[config.mk]
export PLATFORM = sky130hd
export DESIGN_NAME = eth_tx_scheduler
export DESIGN_NICKNAME = d
export VERILOG_FILES = /design/src/rtl/eth_tx_scheduler.sv
export SDC_FILE = /design/constraint.sdc
export NUM_CORES = 1
export LEC_CHECK = 0
export CORE_MARGIN = 8
export CORE_UTILIZATION = 25
export DETAILED_ROUTE_END_ITERATION = 10
export GPL_TIMING_DRIVEN = 0
export SYNTH_ARGS = -nofsm -noshare
export SYNTH_HDL_FRONTEND = slang
export SYNTH_SLANG_ARGS = --single-unit
export TNS_END_PERCENT = 100
[constraint.sdc]
create_clock -name clk_125m -period 3.1 [get_ports clk_125m]
set_input_delay 0.775 -clock clk_125m [delete_from_list [all_inputs] [get_ports clk_125m]]
set_output_delay 0.775 -clock clk_125m [all_outputs]
set_load 0.005 [all_outputs]
[src/rtl/eth_tx_scheduler.sv]
// eth_tx_scheduler: arbitrates ARP, RST_ACK and round-robin UDP frames onto one tx engine
module eth_tx_scheduler #(
    parameter int N_CH            = 4,
    parameter int CH_W            = 2,
    parameter int IFG_CYCLES      = 12,
    parameter int WATCH_DOG_WIDTH = 12
) (
    input  logic            clk_125m,
    input  logic            sys_rst_n,
    input  logic            trig_arp,
    input  logic            trig_package_rst,
    input  logic [N_CH-1:0] udp_req,
    output logic [N_CH-1:0] udp_grant,
    input  logic            tx_ready,
    output logic            tx_start,
    output logic [1:0]      tx_kind,
    output logic [CH_W-1:0] tx_chan,
    input  logic            tx_done,
    output logic            tx_busy,
    output logic            arp_pending,
    output logic            rst_pending,
    output logic            timeout_err
);

    localparam int GAP_N = (IFG_CYCLES < 1) ? 1 : IFG_CYCLES;
    localparam int GAP_W = $clog2(GAP_N + 1);
    localparam logic [GAP_W-1:0] GAP_LAST = GAP_W'(GAP_N - 1);
    localparam logic [WATCH_DOG_WIDTH-1:0] WD_LAST = {{(WATCH_DOG_WIDTH-1){1'b1}}, 1'b0};
    localparam logic [N_CH-1:0] ONE = N_CH'(1);
    localparam logic [1:0] KIND_UDP = 2'd0;
    localparam logic [1:0] KIND_ARP = 2'd1;
    localparam logic [1:0] KIND_RST = 2'd2;

    typedef enum logic [1:0] {IDLE, START, BUSY, GAP} state_t;

    state_t                     state;
    logic [CH_W-1:0]            rr_ptr;
    logic [CH_W-1:0]            udp_sel;
    logic [CH_W-1:0]            idx;
    logic                       udp_any;
    logic [WATCH_DOG_WIDTH-1:0] wd;
    logic [GAP_W-1:0]           gap_cnt;
    logic                       go;
    logic                       sel_arp;
    logic                       sel_rst;

    // A trig pulse defers the IDLE decision one cycle so the newly latched request can compete
    assign go      = (state == IDLE) && tx_ready && !trig_arp && !trig_package_rst &&
                     (arp_pending || rst_pending || udp_any);
    assign sel_arp = go && arp_pending;
    assign sel_rst = go && !arp_pending && rst_pending;

    // Round-robin search for the first requesting channel after the last granted one
    always_comb begin
        udp_any = 1'b0;
        udp_sel = '0;
        idx     = '0;
        for (int i = 1; i <= N_CH; i++) begin
            idx = CH_W'((int'(rr_ptr) + i) % N_CH);
            if (!udp_any && udp_req[idx]) begin
                udp_any = 1'b1;
                udp_sel = idx;
            end
        end
    end

    // Pending flags: a trig in the clearing cycle keeps the flag set
    always_ff @(posedge clk_125m) begin
        if (!sys_rst_n) begin
            arp_pending <= 1'b0;
            rst_pending <= 1'b0;
        end else begin
            arp_pending <= trig_arp || (arp_pending && !sel_arp);
            rst_pending <= trig_package_rst || (rst_pending && !sel_rst);
        end
    end

    // Frame sequencing FSM with registered outputs, watchdog and inter-frame gap
    always_ff @(posedge clk_125m) begin
        if (!sys_rst_n) begin
            state       <= IDLE;
            tx_start    <= 1'b0;
            tx_kind     <= KIND_UDP;
            tx_chan     <= '0;
            udp_grant   <= '0;
            tx_busy     <= 1'b0;
            timeout_err <= 1'b0;
            rr_ptr      <= CH_W'(N_CH - 1);
            wd          <= '0;
            gap_cnt     <= '0;
        end else begin
            case (state)
                IDLE: if (go) begin
                    state     <= START;
                    tx_start  <= 1'b1;
                    tx_busy   <= 1'b1;
                    tx_kind   <= arp_pending ? KIND_ARP : rst_pending ? KIND_RST : KIND_UDP;
                    tx_chan   <= (arp_pending || rst_pending) ? '0 : udp_sel;
                    udp_grant <= (arp_pending || rst_pending) ? '0 : ONE << udp_sel;
                end
                START: begin
                    state    <= BUSY;
                    tx_start <= 1'b0;
                    wd       <= '0;
                    if (tx_kind == KIND_UDP) rr_ptr <= tx_chan;
                end
                BUSY: if (tx_done || wd == WD_LAST) begin
                    state       <= GAP;
                    timeout_err <= !tx_done;
                    udp_grant   <= '0;
                    tx_kind     <= KIND_UDP;
                    tx_chan     <= '0;
                    gap_cnt     <= '0;
                end else begin
                    wd <= wd + WATCH_DOG_WIDTH'(1);
                end
                GAP: begin
                    timeout_err <= 1'b0;
                    if (gap_cnt == GAP_LAST) begin
                        state   <= IDLE;
                        tx_busy <= 1'b0;
                    end else begin
                        gap_cnt <= gap_cnt + GAP_W'(1);
                    end
                end
                default: state <= IDLE;
            endcase
        end
    end

endmodule
# Word level (Yosys, flattened, before mapping)
# Cells that the tools add are included.
# word_totals
out_inout_bits	13
input_bits	10
reg_bits	33
# classes
mux	42
addsub	6
n_lt_le_gt_ge	4
n_reduce_logical	41
shift	1
eq_ne	10
# op_table
operator	count
2-bit two-way mux	13
12-bit one-hot mux with 2 select lines	1
4-bit two-way mux	4
4-bit one-hot mux with 2 select lines	2
12-bit by 1-bit adder with 12-bit output (second input constant)	1
12-bit == test (second input constant)	1
1-bit logical AND	12
2-bit by 3-bit less-than comparator with 1-bit output (second input constant)	4
12-bit two-way mux	1
3-bit AND reduction	4
1-bit two-way mux	11
2-bit != test (second input constant)	5
2-bit nonzero test	5
1-bit logical NOT	9
1-bit binary-select mux with 2-bit select	4
2-bit one-hot mux with 2 select lines	2
2-bit one-hot mux with 4 select lines	1
2-bit AND reduction	4
1-bit one-hot mux with 2 select lines	3
1-bit logical OR	5
2-bit by 1-bit adder with 2-bit output (second input constant)	2
2-bit adder (second input constant)	2
4-bit by 1-bit adder with 4-bit output (second input constant)	1
2-bit == test (second input constant)	2
other kinds (4)	5

# Longest topological paths before layout
# Gate-level depths: netlist of run 1.
# logic_depth
ltp_word	20
depth_mapped	8

# Worst setup path after synthesis of run 1
# Ideal clock, no wire load.
# synth_timing
path_kind	input to register
start	input trig_package_rst
end	register tx_kind[1]
slack_ps	1073
setup_time_ps	132
arrival_time_ps	1895
stages	6
path_cell_list	nand4bb_1 a22oi_1 o211ai_2 buf_2 nand3_1 o41ai_2
# synth_via
elab_chain_cells	5
# synth_rtl
item	line	source
from (decl)	11	input logic trig_package_rst,
1-bit logical NOT	48	assign go = (state == IDLE) && tx_ready && !trig_arp && !trig_package_rst &&
1-bit logical AND (2 in a row)	48	
2-bit != test (no source line)	-	
3-bit AND reduction (no source line)	-	
to (signal assigned)	97	tx_kind <= arp_pending ? KIND_ARP : rst_pending ? KIND_RST : KIND_UDP;
to (decl)	16	output logic [1:0] tx_kind,
# No other way between the ends.
# A chain may end at the register's enable or synchronous reset.

# Worst setup path in the final report of run 1
# Ends and elaborated chain as after synthesis.

==> qor.yml, run 1 <==
status: "finished clean"
cts.clk_slew.worst_paths_ps: 70
power_density_mw_per_mm2: 582
skew_ps: 4.27
relSlewSlack_pct: 62.2
cts_num_sinks: 33
ant_nets: 0
htreeDepth: 2
wl_met1_mm: 2.00
drtIter0Drc: 89
path_class: "input port to register"
synthCells: 199
period_needed_ps: 2360
fin_crit_sh_pct: 76.3
initial_core_util_pct: 25.8
hp-class: "register to register"
synth-seq-cells: 33
holdWs_ps: 467
synth_area_mm2: 0.00174
drive_gt1_share_pct: 7.89
io-pin-count: 23
syn2layout_area_growth_pct: 22.5
dp.final_hpwl_mm: 2.91
post-route-drc-count: 0
max_freq_mhz: 423
finalPower_w: 0.00124
final_max_slew_viol_count: 0
fin_nets: 245
post_cts_buffers: 0
grt_max_degree: 11
syn-num-nets: 217
r2r-start: "state[0]"
diodes: 0
crit_slowest_cell: "clkdlybuf4s50_1"
max_stage_delay_ps: 410
peakVddDrop_v: 0.000309
grt_pass1_wl_mm: 6.72
cts_hold_buf: 0
path_max_fanout: 10
place.gp.congestion: 0.788
setup.worst_path.end: "tx_kind[1]"
tightest_slew_ps: 561
switching_share_pct: 35.1
p_sw_w: 0.000437
grt_pass1_vias: 1395
cts.path.max_buffers: 2
antenna_found_initial: 0
synth_area_per_cell_um2: 8.76
place_inst: 300
r2r_end: "tx_kind[1]"
p_comb_share_pct: 33.7
root_buffer: "clkbuf_8"
reg2regPathDepth: 8
avgRoutedWirePerCell_um: 12.9
maxCapViolCount: 0
die_width_um: 99.5
finalSetupViolations: 0
port_buffers: 21
r2r_slack_ps: 990
die_h_um: 99.5
power_leakage_nw: 0.744
fin_cells: 308
yosysTopAreaCellShare_pct: 37.9
pwr-share-clk_pct: 24.9
cp.arrival_ps: 2520
routed_wl_mm: 3.97
num_vias: 1476
cp_cell_sequence: "clkdlybuf4s50_1, nand4bb_1, a22oi_1, o211ai_2, buf_2, nand3_1, o41ai_2"
clk-insertion-delay-late_ps: 280
cts_resized: 0
rows: 30
grtUsageTotal_pct: 8.30
ys.flop_type: "dfxtp_1"
first_pass_iters: 4
rsz0062_at_grt: "no"
utilization_pct: 31.6
dr_wl_met2_mm: 1.81
cts_buffers: 5
synth_enable_flop_cells: 0
yosys_warnings: 0
synth_top_area_cell: "dfxtp_1"
tns_ps: 0
required_ps: 3250
die-area_mm2: 0.00990
critPathLaunch: "trig_package_rst"
cp-start-kind: "input port"
seqPwrFrac_pct: 41.4
grt_remaining_overflow: 0
hold_violations: 0
ys_seq_area_share_pct: 37.9
async_reset_ff_share_pct: 0
coreArea_mm2: 0.00676
viasPerCell: 4.79
dr.max_layer_used: "met4"
mostFrequentLayoutCells: "33 x dfxtp_1, 21 x clkdlybuf4s50_1, 19 x nand2_1, 19 x nand3_1"
ys_types: 51
cts_tree: "done"
endpoint_kind: "register"
whs_path_depth: 2
synth_area_leaders: "dfxtp_1 38%, ha_1 5.7%, nand3_1 5.5%, nand2_1 4.1%, xnor2_1 3.0%"
final_common_cell: "dfxtp_1"
dr_wl_met3_um: 92
n_fill_cell: 737
power.internal_w: 0.000807
==> registers in the layout, indices dropped and copies added, names as in the netlist, 2 cells and up <==
signal	count
wd	12
gap_cnt	4
tx_chan	2
rr_ptr	2
tx_kind	2
udp_grant	4
state	2
==> cell type report <==
cell class / count / area, µm² / area share [%]
tap: 80 / 100 / 4.69
multi-input combinational: 150 / 1020 / 47.6
sequential: 33 / 661 / 30.9
clock inverter: 2 / 10.0 / 0.469
buffer: 10 / 43.8 / 2.05
clock buffer: 6 / 72.6 / 3.40
timing repair buffer: 21 / 210 / 9.84
inverter: 6 / 22.5 / 1.05
==> worst max-delay path, delay by kind of cell <==
family / cells / cell delay (ps)
compound gates: 3 / 700
buf+inv: 2 / 660
simple gates: 2 / 380
==> power groups by stage <==
stage                     sequential [W]  combinational [W]  clock (W)
final                           0.000515           0.000419   0.000309
after global routing            0.000523           0.000470   0.000344
after CTS                       0.000517           0.000421   0.000322
after detailed placement        0.000526           0.000420          0
after global placement          0.000525           0.000420          0
after floorplan                 0.000519           0.000282          0
==> synthesized netlist by cell type (all sizes together) (2+ instances only) <==
cell type	number
a21oi	7
clkbuf	5
nor4	3
nor2b	3
nor3b	2
nand2	19
nand2b	5
a21bo	2
mux2i	2
xnor2	6
nor2	9
o211a	2
o21ai	12
o211ai	2
and4	2
a21boi	5
nand4	3
nand3	20
buf	5
o31ai	4
dfxtp	33
o21bai	2
a211oi	2
nand3b	3
and2	3
o21a	4
o22ai	4
o41ai	2
ha	8
nor3	2
inv	6
==> metal layers <==
layer / GRT usage (%) / vias up
li1: - / 779
met2: 12.8 / 20
met4: 3.49 / 0
met1: 10.7 / 673
met5: 0 / -
met3: 2.09 / 4
==> cells by family (layout without fill, tap and decap cells) <==
family / count (synthesis) / count (layout) / synth area share (%)
buf+inv: 16 / 45 / 3.81
compound gates: 54 / 54 / 23.1
simple gates: 79 / 79 / 24.8
mux: 2 / 2 / 1.15
xor+xnor: 7 / 7 / 3.52
fa+ha+maj: 8 / 8 / 5.74
flops: 33 / 33 / 37.9
==> worst min path at each step <==
stage / start / endpoint / slack (ps)
after CTS: udp_grant[0] / udp_grant[0] / 470
after detailed placement: udp_grant[0] / udp_grant[0] / 460
after global routing: udp_grant[3] / udp_grant[3] / 500
after global placement: udp_grant[2] / udp_grant[2] / 460
final: udp_grant[3] / udp_grant[3] / 470
after floorplan: wd[7] / wd[7] / 440
==> stage by stage <==
stage / setup WS (ps) / cell area, µm²
6_report: 735 / 2140
5_1_grt: 556 / 2140
4_1_cts: 727 / 2140
3_5_place_dp: 425 / 2050
3_3_place_gp: 421 / 2050
2_1_floorplan: 1070 / 1740
Note: power is estimated with default switching activity, not from simulation.
==> inputs of run 2 (changes only) <==
==> constraint.sdc (replaced) <==
create_clock -name clk_125m -period 2.3 [get_ports clk_125m]
set_input_delay 0.575 -clock clk_125m [delete_from_list [all_inputs] [get_ports clk_125m]]
set_output_delay 0.575 -clock clk_125m [all_outputs]
set_load 0.005 [all_outputs]
==> run 2 against run 1 <==
Worst hold slack is the same. Power grew 36%. Register-to-register slack lost 780 ps. First-iteration DRC count shrank 5.6%. Flip-flop and latch count is the same. Die area is the same. Critical path type unchanged.
==> qor.yml, run 2 (synthesis gave the netlist of run 1 again) <==
io-pin-count: 23
peakVddDrop_v: 0.000376
cts_tree: "done"
path_max_fanout: 10
drtIter0Drc: 84
avgRoutedWirePerCell_um: 13.1
num_vias: 1486
cp-start-kind: "input port"
period_needed_ps: 2140
multi_input_area_mm2: 0.00102
cts_hold_buf: 0
crit_slowest_cell: "nor4_1"
first_pass_iters: 6
cp_top_family: "buffers and inverters"
dpl_cell_area_mm2: 0.00205
die-area_mm2: 0.00990
port_buffers: 21
hp-class: "register to register"
largest_reg_flops: 12
initial_core_util_pct: 25.8
fin_nets: 245
antenna_found_initial: 0
root_buffer: "clkbuf_8"
routed_wl_mm: 4.03
endpoint_kind: "register"
maxCapViolCount: 0
n_fill_cell: 738
cts_num_sinks: 33
post-route-drc-count: 0
relSlewSlack_pct: 62.2
place.gp.congestion: 0.788
cts.clk_slew.worst_paths_ps: 70
rows: 30
viasPerCell: 4.82
grt_pass1_vias: 1395
drive_gt1_share_pct: 8.77
mostFrequentLayoutCells: "33 x dfxtp_1, 21 x clkdlybuf4s50_1, 19 x nand2_1, 19 x nand3_1"
syn2layout_area_growth_pct: 22.9
grtUsageTotal_pct: 8.30
cp.arrival_ps: 2340
path_class: "input port to register"
grt_max_degree: 11
dp.final_hpwl_mm: 2.91
register_area_um2: 661
coreArea_mm2: 0.00676
cts_buffers: 5
htreeDepth: 2
utilization_pct: 31.7
finalSetupViolations: 0
status: "finished clean"
diodes: 0
tightest_slew_ps: 561
path_buf_inv: 2
grt_remaining_overflow: 0
required_ps: 2490
cts.path.max_buffers: 2
grt_pass1_wl_mm: 6.72
regMostFlops: "wd"
die_width_um: 99.5
power_density_mw_per_mm2: 788
final_common_cell: "dfxtp_1"
design_area_mm2: 0.00214
max_stage_delay_ps: 490
clk-insertion-delay-late_ps: 280
skew_ps: 3.58
cts_resized: 0
final_max_slew_viol_count: 0
max_freq_mhz: 466
power_leakage_nw: 0.747
hold_violations: 0
die_h_um: 99.5
fin_crit_sh_pct: 93.2
ant_nets: 0
cp_cell_sequence: "clkdlybuf4s50_1, nor4_1, a22oi_2, o211ai_2, buf_2, nand3_1, o41ai_2"
top_regs: "wd x12, gap_cnt x4, udp_grant x4"
post_cts_buffers: 0
## run 2: changes by cell type in the layout (fill, tap and decap cells not counted)
cell and change:
clkbuf_2 +1, a22oi_2 +1, clkbuf_1 -1, a22oi_1 -1
## run 2: worst register-to-register path, cell delays in order (launching register included)
cell and delay [ps]:
dfxtp_1 330, inv_1 120, ha_1 290, nand4bb_1 240
a22oi_2 330, o211ai_2 210, buf_2 250, nand3_1 120
o41ai_2 80
## run 2: path summary, 6_finish.rpt
path                      from      endpoint  slack (ps)  cells past startpoint
hold reg to reg   udp_grant[3]  udp_grant[3]         470                      2
hold / removal    udp_grant[3]  udp_grant[3]         470                      2
setup reg to reg      state[0]    tx_kind[1]         210                      8
setup / recovery    udp_req[1]    tx_kind[1]         160                      7
## run 2: metrics by stage
| stage | total power [W] | hold WS, ps | instances | TNS, ps | setup slack, ps |
|---|---|---|---|---|---|
| floorplan | 0.00108 | 443 | 199 | 0 | 473 |
| global placement | 0.00127 | 464 | 300 | -1070 | -179 |
| detailed placement | 0.00128 | 462 | 300 | -1020 | -175 |
| CTS | 0.00170 | 472 | 308 | 0 | 127 |
| global route | 0.00181 | 496 | 308 | -56.7 | -23.1 |
| finish | 0.00169 | 467 | 308 | 0 | 156 |
## run 2: cell type report
type | instances | share of cell area [%]
clock inverter | 2 | 0.467
tap | 80 | 4.67
sequential | 33 | 30.8
clock buffer | 6 | 3.39
timing repair buffer | 21 | 9.81
buffer | 10 | 2.10
inverter | 6 | 1.05
multi-input combinational | 150 | 47.7
## run 2: routing by layer
| layer | track usage (%) | wire, µm |
|---|---|---|
| met5 | 0 | 0 |
| met4 | 3.49 | 63 |
| met3 | 2.09 | 100 |
| met2 | 12.8 | 1850 |
| met1 | 10.7 | 2010 |
## run 2: report_power, final
part / internal [W] / switching [W] / total (W)
clock network: 0.000210 / 0.000209 / 0.000419
registers: 0.000637 / 0.0000579 / 0.000695
logic: 0.000247 / 0.000327 / 0.000574
total: 0.00109 / 0.000594 / 0.00169
